## src/rtl/nibble_add_pkg.sv

```systemverilog
// Shared definitions for the nibble-serial adder: FSM state encoding and nibble width.
package nibble_add_pkg;

    localparam int NIB_W = 4;

    // Encoding 2'd3 is unused; the FSM treats it as illegal and returns to IDLE.
    typedef enum logic [1:0] {
        ST_IDLE = 2'd0,
        ST_ADD  = 2'd1,
        ST_DONE = 2'd2
    } state_t;

endpackage

```

## src/rtl/four_bit_adder.sv

```systemverilog
// Combinational 4-bit adder with carry-in/carry-out; the nibble datapath of the serial adder.
module four_bit_adder (
    input  logic [3:0] x,
    input  logic [3:0] y,
    input  logic       c_in,
    output logic [3:0] sum,
    output logic       c_out
);

    logic [4:0] total;

    assign total = {1'b0, x} + {1'b0, y} + {4'b0, c_in};
    assign sum   = total[3:0];
    assign c_out = total[4];

endmodule

```

## src/rtl/nibble_serial_adder.sv

```systemverilog
// Wide adder that reuses one four_bit_adder, LSB nibble first, with the carry registered
// between nibbles. Operands in and result out over valid/ready handshakes.
//
// state   | meaning
// --------+-------------------------------------------------------------
// IDLE    | in_ready high, waiting for operands
// ADD     | one nibble per cycle through four_bit_adder, idx = current nibble
// DONE    | out_valid high, result held until out_ready
module nibble_serial_adder
    import nibble_add_pkg::*;
#(
    parameter int WIDTH = 16
) (
    input  logic             clk,
    input  logic             rst,
    input  logic             in_valid,
    output logic             in_ready,
    input  logic [WIDTH-1:0] a,
    input  logic [WIDTH-1:0] b,
    input  logic             c_in,
    output logic             out_valid,
    input  logic             out_ready,
    output logic [WIDTH-1:0] sum,
    output logic             c_out,
    output logic             overflow,
    output logic             busy
);

    localparam int NIB   = WIDTH / NIB_W;
    localparam int IDX_W = (NIB > 1) ? $clog2(NIB) : 1;
    localparam logic [IDX_W-1:0] IDX_LAST = IDX_W'(NIB - 1);

    generate
        if ((WIDTH % NIB_W) != 0 || WIDTH < NIB_W) begin : g_bad_width
            $error("nibble_serial_adder: WIDTH must be a positive multiple of 4");
        end
    endgenerate

    state_t state;
    state_t state_nxt;

    logic [NIB-1:0][NIB_W-1:0] a_reg;
    logic [NIB-1:0][NIB_W-1:0] b_reg;
    logic [NIB-1:0][NIB_W-1:0] sum_reg;
    logic [NIB-1:0][NIB_W-1:0] sum_next;
    logic                      carry_reg;
    logic [IDX_W-1:0]          idx;

    logic [NIB_W-1:0] nib_sum;
    logic             nib_c_out;
    logic             accept;
    logic             last;
    logic             ovf_final;

    assign accept = (state == ST_IDLE) && in_valid;
    assign last   = (state == ST_ADD) && (idx == IDX_LAST);

    four_bit_adder u_nib_add (
        .x     (a_reg[idx]),
        .y     (b_reg[idx]),
        .c_in  (carry_reg),
        .sum   (nib_sum),
        .c_out (nib_c_out)
    );

    // Working sum with the current nibble merged in, so completion can publish it directly.
    always_comb begin
        sum_next      = sum_reg;
        sum_next[idx] = nib_sum;
    end

    assign ovf_final = (a_reg[NIB-1][NIB_W-1] == b_reg[NIB-1][NIB_W-1]) &&
                       (nib_sum[NIB_W-1] != a_reg[NIB-1][NIB_W-1]);

    always_ff @(posedge clk or posedge rst) begin
        if (rst) begin
            state <= ST_IDLE;
        end else begin
            state <= state_nxt;
        end
    end

    always_comb begin
        state_nxt = ST_IDLE;
        case (state)
            ST_IDLE: state_nxt = in_valid  ? ST_ADD  : ST_IDLE;
            ST_ADD:  state_nxt = last      ? ST_DONE : ST_ADD;
            ST_DONE: state_nxt = out_ready ? ST_IDLE : ST_DONE;
            default: state_nxt = ST_IDLE;
        endcase
    end

    always_comb begin
        in_ready  = 1'b0;
        out_valid = 1'b0;
        busy      = 1'b0;
        case (state)
            ST_IDLE: in_ready = 1'b1;
            ST_ADD:  busy     = 1'b1;
            ST_DONE: begin
                out_valid = 1'b1;
                busy      = 1'b1;
            end
            default: ;
        endcase
    end

    // Published result lives apart from sum_reg so it persists while the next add runs.
    always_ff @(posedge clk or posedge rst) begin
        if (rst) begin
            a_reg     <= '0;
            b_reg     <= '0;
            sum_reg   <= '0;
            carry_reg <= 1'b0;
            idx       <= '0;
            sum       <= '0;
            c_out     <= 1'b0;
            overflow  <= 1'b0;
        end else if (accept) begin
            a_reg     <= a;
            b_reg     <= b;
            carry_reg <= c_in;
            sum_reg   <= '0;
            idx       <= '0;
        end else if (state == ST_ADD) begin
            sum_reg   <= sum_next;
            carry_reg <= nib_c_out;
            if (last) begin
                sum      <= sum_next;
                c_out    <= nib_c_out;
                overflow <= ovf_final;
            end else begin
                idx <= idx + 1'b1;
            end
        end
    end

endmodule

```

## config.mk

```make
export PLATFORM = sky130hd
export DESIGN_NAME = nibble_serial_adder
export DESIGN_NICKNAME = d
export VERILOG_FILES = /design/src/rtl/nibble_add_pkg.sv /design/src/rtl/four_bit_adder.sv /design/src/rtl/nibble_serial_adder.sv
export SDC_FILE = /design/constraint.sdc
export NUM_CORES = 1
export LEC_CHECK = 0
export CORE_AREA = 5 5 113 93
export CTS_BUF_LIST = sky130_fd_sc_hd__clkbuf_8
export CTS_CLUSTER_SIZE = 8
export DETAILED_ROUTE_END_ITERATION = 10
export DIE_AREA = 0 0 118 98
export PLACE_DENSITY = 0.68
export SYNTH_ARGS = -nofsm -noshare
export SYNTH_HDL_FRONTEND = slang
export SYNTH_HIERARCHICAL = 1
export SYNTH_SLANG_ARGS = --single-unit
```

## constraint.sdc

```tcl
create_clock -name clk -period 2.65 [get_ports clk]
set_input_delay 0.53 -clock clk [delete_from_list [all_inputs] [get_ports clk]]
set_output_delay 0.53 -clock clk [all_outputs]
set_load 0.005 [all_outputs]
```

==> impl_results.md, run 1 <==
* Final Cycle Share at 97.0%
* Routed via count at 2332
* Max-Cap Viols at 0
* Syn_nets at 366
* HP Start: a_reg[0]$_DFFE_PP0P_
* Port Buf Inserts at 57
* Post-Route Setup TNS at 0 ns
* Flops & latches, synth at 68
* Cells after synthesis at 314
* Crit-path max FO at 3
* Vias in the first global route at 2496
* First-pass GRT wire length at 11900 microns
* Register area share after synthesis at 51.0%
* Iteration-0 DRC Markers at 66
* Critical Path Sink Type: flop
* Avg WL per Cell at 13.9 microns
* Mapped Area at 3330 sq um
* R2R cell count at 8
* Detailed Place HPWL at 4940 microns
* Initial antenna violation count at 0
* Die area at 11600 sq um
* Num Clock Sinks at 68
* Final hold slack at 0.473 ns
* Count of final hold-check violations at 0
* Status: finished, final reports clean
* R2R Path Start: idx[0]$_DFFE_PP0P_
* Final GP Congestion at 0.753
* Post-synthesis average cell area at 10.6 sq um
* Fin nets at 430
* TritonCTS buffer count at 9
* Core area at 9370 sq um
* Clock slew at reported path FFs at 0.07 ns
* Setup crit start kind: flop
* Total grt overflow at 0
* Die Height at 98 microns
* Die X at 118 microns
* Commonest non-fill, non-tap cell in the layout: nand2_1
* Worst path arrival time at 2.79 ns
* Worst-case vdd ir drop at 0.000658 V
* Clock skew at 0.0110 ns
* Largest register FFs at 29
* # H-tree levels at 3
* CTS Root Cell: clkbuf_8
* Fraction of layout cells with a size suffix above 1 at 19.6%
* Vias per cell at 4.65
* Power Dens Cells at 1380 nW/um^2
* Max_slew headroom at 70.1%
* Final slew viol count at 0
* FILL cells at 926
* Max Clk Rate at 389 MHz
* CTS max path bufs at 2
* Post-route ant nets at 0
* Hold Path Class: reg -> reg
* Hold-critical path depth at 2
* Leak pwr at 2.06 nW
* Synth warn at 6
* Critical path data required time at 2.87 ns
* IO Count at 58
* Setup CP Type: reg -> reg
* Clk_lat worst skew at 0.34 ns
* Remaining DRCs at 0
* Min Tclk post-route at 2.57 ns
* Synth unique cells at 26
* Crit path from: idx[0]$_DFFE_PP0P_
* Tot GR Track Use at 12.6%
* Layout overhead on the synthesized area at 29.6%
* Setup violations, final at 0
* DR pass1 iterations at 4
* Most frequent cells in the layout: nand2_1, dfrtp_1, clkdlybuf4s50_1
* Initial Utilization at 35.6%
* Worst-Margin Slew at 0.449 ns
* Total Wirelength at 7000 microns
* Core Rows at 32
* Pin count of the biggest net entering global routing at 69
* ANT cells at 0
* CTS tree: done
[routing by layer]
| layer | track usage (%) | share of wire, % |
|---|---|---|
| met1 | 16.2 | 47 |
| met2 | 20.0 | 48 |
| met3 | 4.23 | 4.2 |
| met4 | 4.59 | 1.6 |
| met5 | 0 | 0 |
[report_power, final]
group / leakage (nW) / internal [W] / switching (W) / total, W
Clock: 0.115 / 0.000473 / 0.000364 / 0.000837
Sequential: 0.866 / 0.00150 / 0.000273 / 0.00177
Combinational: 1.08 / 0.00175 / 0.00161 / 0.00337
[final timing paths]
path                       slack, ns                       to
min reg2reg                     0.47     a_reg[0]$_DFFE_PP0P_
min                             0.47     a_reg[0]$_DFFE_PP0P_
max                             0.08       sum[3]$_DFFE_PP0P_
min in group asynchronous       0.58     b_reg[7]$_DFFE_PP0P_
max reg2reg                     0.08       sum[3]$_DFFE_PP0P_
max in group asynchronous       1.78  sum_reg[15]$_DFFE_PP0P_
[per-stage QoR]
step / setup WS (ns) / instances / power, W / instance area (sq um) / util [%]
after floorplan: 0.0240 / 314 / 0.00387 / 3350 / -
after detailed placement: 0.0274 / 483 / 0.00495 / 4060 / 43.3
final: 0.0789 / 502 / 0.00597 / 4320 / 46.1
after global placement: 0.0985 / 483 / 0.00485 / 4060 / 43.3
after CTS: 0.0207 / 499 / 0.00583 / 4250 / 45.4
after global routing: -0.0162 / 502 / 0.00643 / 4320 / 46.1
[cells in the mapped netlist (all sizes together)]
| master | number | area (sq um) |
|---|---|---|
| mux2i | 1 | 10.0 |
| a21o | 1 | 7.51 |
| ha | 13 | 163 |
| a21oi | 17 | 88.8 |
| mux4 | 8 | 180 |
| dfrtp | 68 | 1700 |
| nand3 | 13 | 65.1 |
| inv | 9 | 33.8 |
| mux2 | 32 | 398 |
| a22o | 1 | 8.76 |
| xnor2 | 2 | 17.5 |
| o21ai | 3 | 15.0 |
| nand2b | 4 | 25.0 |
| nand2 | 117 | 439 |
| nand3b | 1 | 7.51 |
| and3 | 1 | 6.26 |
| nor2b | 1 | 6.26 |
| nor2 | 1 | 20.0 |
| fa | 2 | 40.0 |
| clkbuf | 13 | 48.8 |
| and2 | 1 | 6.26 |
| buf | 5 | 46.3 |
[kinds of logic (layout without fill, tap and decap cells)]
kind of cell / Yosys count / count (layout) / share of synthesized area (%)
fa+ha+maj: 15 / 15 / 6.08
xor+xnor: 2 / 2 / 0.525
mux: 41 / 41 / 17.6
compound gates: 22 / 22 / 3.60
simple gates: 139 / 139 / 17.3
buf+inv: 27 / 96 / 3.86
flops: 68 / 68 / 51.0
[critical path, cell delays in order, from the launching register on]
cell and delay (ns):
dfrtp_1 0.40, mux4_2 0.54, fa_2 0.40, a21o_1 0.19, a21oi_2 0.16, xnor2_2 0.09, buf_4 0.15, mux2_4 0.26
mux2_4 0.25
[timing repair]
| item | in CTS | in global routing |
|---|---|---|
| setup buffers | 0 | 3 |
| endpoints found under the setup margin | 0 | 7 |
| resized for setup | 0 | 8 |
| hold buffers | 0 | 0 |
[area by class of cell]
cell class	instances	area, sq um	share of cell area, %
inverter	9	33.8	0.782
multi-input combinational	219	1540	35.7
clock inverter	5	45.0	1.04
sequential	68	1700	39.4
tap	119	149	3.45
clock buffer	11	151	3.50
timing repair buffer	71	696	16.1
Note: power is estimated with default switching activity, not from simulation.
==> inputs of run 2 (changes only) <==
Settings changed: CORE_AREA 5 5 113 93 to 2 2 110 90, DIE_AREA 0 0 118 98 to 0 0 112 92, PLACE_DENSITY 0.68 to 0.65.
Clock period 2.65 ns to 2.7 ns, I/O delays scaled along.
==> impl_results.md, run 2 (synthesis gave the netlist of run 1 again) <==
* Status: finished, final reports clean
* CTS max path bufs at 2 (unchanged)
* ANT cells at 0 (unchanged)
* Net Sw Frac at 37.8% (+0.18 points)
* Pin count of the biggest net entering global routing at 42 (-39%)
* CTS tree: done
* Power share of the clock group at 16.5% (+2.5 points)
* Commonest non-fill, non-tap cell in the layout: nand2_1
* Power Dens Cells at 1420 nW/um^2 (+2.9%)
* Worst-case vdd ir drop at 0.000730 V (+11%)
* Hold EP: a_reg[3]$_DFFE_PP0P_
* Fin nets at 430 (unchanged)
* Most frequent cells in the layout: nand2_1, dfrtp_1, clkdlybuf4s50_1
* Setup CP Type: reg -> reg
* Critical Path Sink Type: flop
* # H-tree levels at 3 (unchanged)
* Reg2Reg Setup Slack at 0.08 ns (about the same)
* Initial antenna violation count at 0 (unchanged)
* Total Wirelength at 7090 microns (+1.4%)
* Initial Utilization at 35.6% (unchanged)
* Total grt overflow at 0 (unchanged)
* Worst-Margin Slew at 0.607 ns (+0.159 ns)
* Setup crit start kind: flop
* Die Height at 92 microns (-6.1%)
* Remaining DRCs at 0 (unchanged)
* R2R cell count at 7 (-1)
* Leak pwr at 2.06 nW (+0.21%)
* Detailed Place HPWL at 4940 microns (-0.15%)
* Count of final hold-check violations at 0 (unchanged)
* Setup violations, final at 0 (unchanged)
* Max Clk Rate at 382 MHz (-1.8%)
* Sequential share of power at 28.2% (-1.4 points)
* Num Clock Sinks at 68 (unchanged)
* Vias in the first global route at 2432 (-2.6%)
* Clk_lat worst skew at 0.35 ns (about the same)
* Tot GR Track Use at 14.4% (+1.7 points)
* Die X at 112 microns (-5.1%)
* Worst Slack Setup Final at 0.0822 ns (+0.00333 ns)
* HP Start: a_reg[3]$_DFFE_PP0P_
* Reg-to-Reg End: sum[15]$_DFFE_PP0P_
* Clock skew at 0.0122 ns (+0.00123 ns)
* Avg WL per Cell at 14.1 microns (+1.4%)
* Top Layer Used: met4
* CTS Root Cell: clkbuf_8
* Clock slew at reported path FFs at 0.07 ns (about the same)
* DR pass1 iterations at 5 (+1)
* Final hold slack at 0.480 ns (+0.00703 ns)
* Placed Area at 4080 sq um (+0.62%)
* Internal power at 0.00388 W (+4.3%)
* Routed length on met2 at 3470 microns (+4.4%)
* Post-CTS Setup Bufs at 0 (unchanged)
* Final GP Congestion at 0.783 (+4.0%)
* Max_slew headroom at 59.5% (-11 points)
* Routed via count at 2342 (+0.43%)
* Hold-critical path depth at 2 (unchanged)
* Final slew viol count at 0 (unchanged)
* Design area at 4390 sq um (+1.7%)
* Hold Path Class: reg -> reg
* Layout overhead on the synthesized area at 31.7%
* R2R Path Start: idx[0]$_DFFE_PP0P_
* Die area at 10300 sq um (-11%)
* Post-route ant nets at 0 (unchanged)
* Met3 Wirelength at 357 microns (+21%)
* IO Count at 58 (unchanged)
* Fraction of layout cells with a size suffix above 1 at 20.6% (+1.0 points)
* Final Cycle Share at 97.0% (about the same)
* WL met1 at 3170 microns (-2.9%)
* Multi-input logic area at 1560 sq um (+1.3%)
* Switch Pwr at 0.00236 W (+5.1%)
* Core Rows at 32 (unchanged)
* Register area at 1700 sq um (about the same)
* Iteration-0 DRC Markers at 76 (+15%)
* Worst path arrival time at 2.84 ns (+0.05 ns)
* Max-Cap Viols at 0 (unchanged)
* Combinational Power Share at 55.3% (-1.1 points)
* Critical path data required time at 2.92 ns (+0.05 ns)
* FILL cells at 901 (-2.7%)
* Min Tclk post-route at 2.62 ns (+0.0467 ns)
* TritonCTS buffer count at 9 (unchanged)
* Largest register FFs at 29 (unchanged)
* First-pass GRT wire length at 11800 microns (-0.35%)
* Pre-CTS setup slack at -0.0768 ns (-0.104 ns)
* Core area at 9370 sq um (unchanged)
* Vias per cell at 4.67 (+0.43%)
* Port Buf Inserts at 57 (unchanged)
* Crit-path max FO at 5 (+2)
==> run 2: cell count changes in the layout (fill, tap and decap cells not counted), sizes merged <==
cell	previous run	this run
clkinvlp	0	1
clkinv	0	2
bufinv	1	3
clkbuf	11	10
xnor2	2	3
buf	14	13
inv	13	9
==> run 2: worst max-delay path: stages, from the launching register on <==
cell and delay [ns]:
dfrtp_2 0.41, mux4_2 0.53, fa_2 0.41, a21o_1 0.21, a21oi_4 0.25, xnor2_4 0.14
mux2_2 0.28, mux2_4 0.25
==> run 2: worst max-delay path by stage <==
stage	cells after the start	startpoint	to
floorplan	10	idx[0]$_DFFE_PP0P_	overflow$_DFFE_PP0P_
global placement	8	idx[1]$_DFFE_PP0P_	overflow$_DFFE_PP0P_
detailed placement	8	idx[0]$_DFFE_PP0P_	overflow$_DFFE_PP0P_
CTS	7	idx[0]$_DFFE_PP0P_	sum[15]$_DFFE_PP0P_
global route	7	idx[0]$_DFFE_PP0P_	sum[15]$_DFFE_PP0P_
finish	7	idx[0]$_DFFE_PP0P_	sum[15]$_DFFE_PP0P_
==> run 2: stage by stage <==
step           util (%)  power [W]  cells  TNS (ns)
5_1_grt            46.9    0.00670    502  -0.00409
6_report           46.9    0.00625    502         0
3_3_place_gp       43.6    0.00477    485  -0.00474
4_1_cts            46.5    0.00610    501         0
2_1_floorplan         -    0.00375    314         0
3_5_place_dp       43.6    0.00486    485    -0.182
==> run 2: area by class of cell <==
cell class	count	area share, %
Clock inverter	6	2.54
Tap cell	119	3.39
Timing Repair Buffer	70	15.8
Clock buffer	10	3.13
Inverter	9	0.769
Sequential cell	68	38.8
Multi-Input combinational cell	220	35.6
==> run 2: routing by layer <==
layer	vias up	track usage, %
li1	1156	-
met1	1122	18.5
met2	54	23.7
met3	10	4.16
met4	0	4.27
met5	-	0
==> run 2: timing repair <==
item                                   4_1_cts  5_1_grt
pin swaps                                    0        3
cloned                                       0        1
setup endpoints to repair                    5        9
hold buffers                                 0        0
gates resized for setup                      3        4
endpoints found under the hold margin        0        0
==> run 2: power groups by stage <==
stage                     combinational [W]  clock [W]  sequential [W]
after CTS                           0.00329    0.00105         0.00176
after floorplan                     0.00208          0         0.00168
after global routing                0.00380    0.00109         0.00182
final                               0.00346    0.00103         0.00176
after detailed placement            0.00308          0         0.00178
after global placement              0.00302          0         0.00176
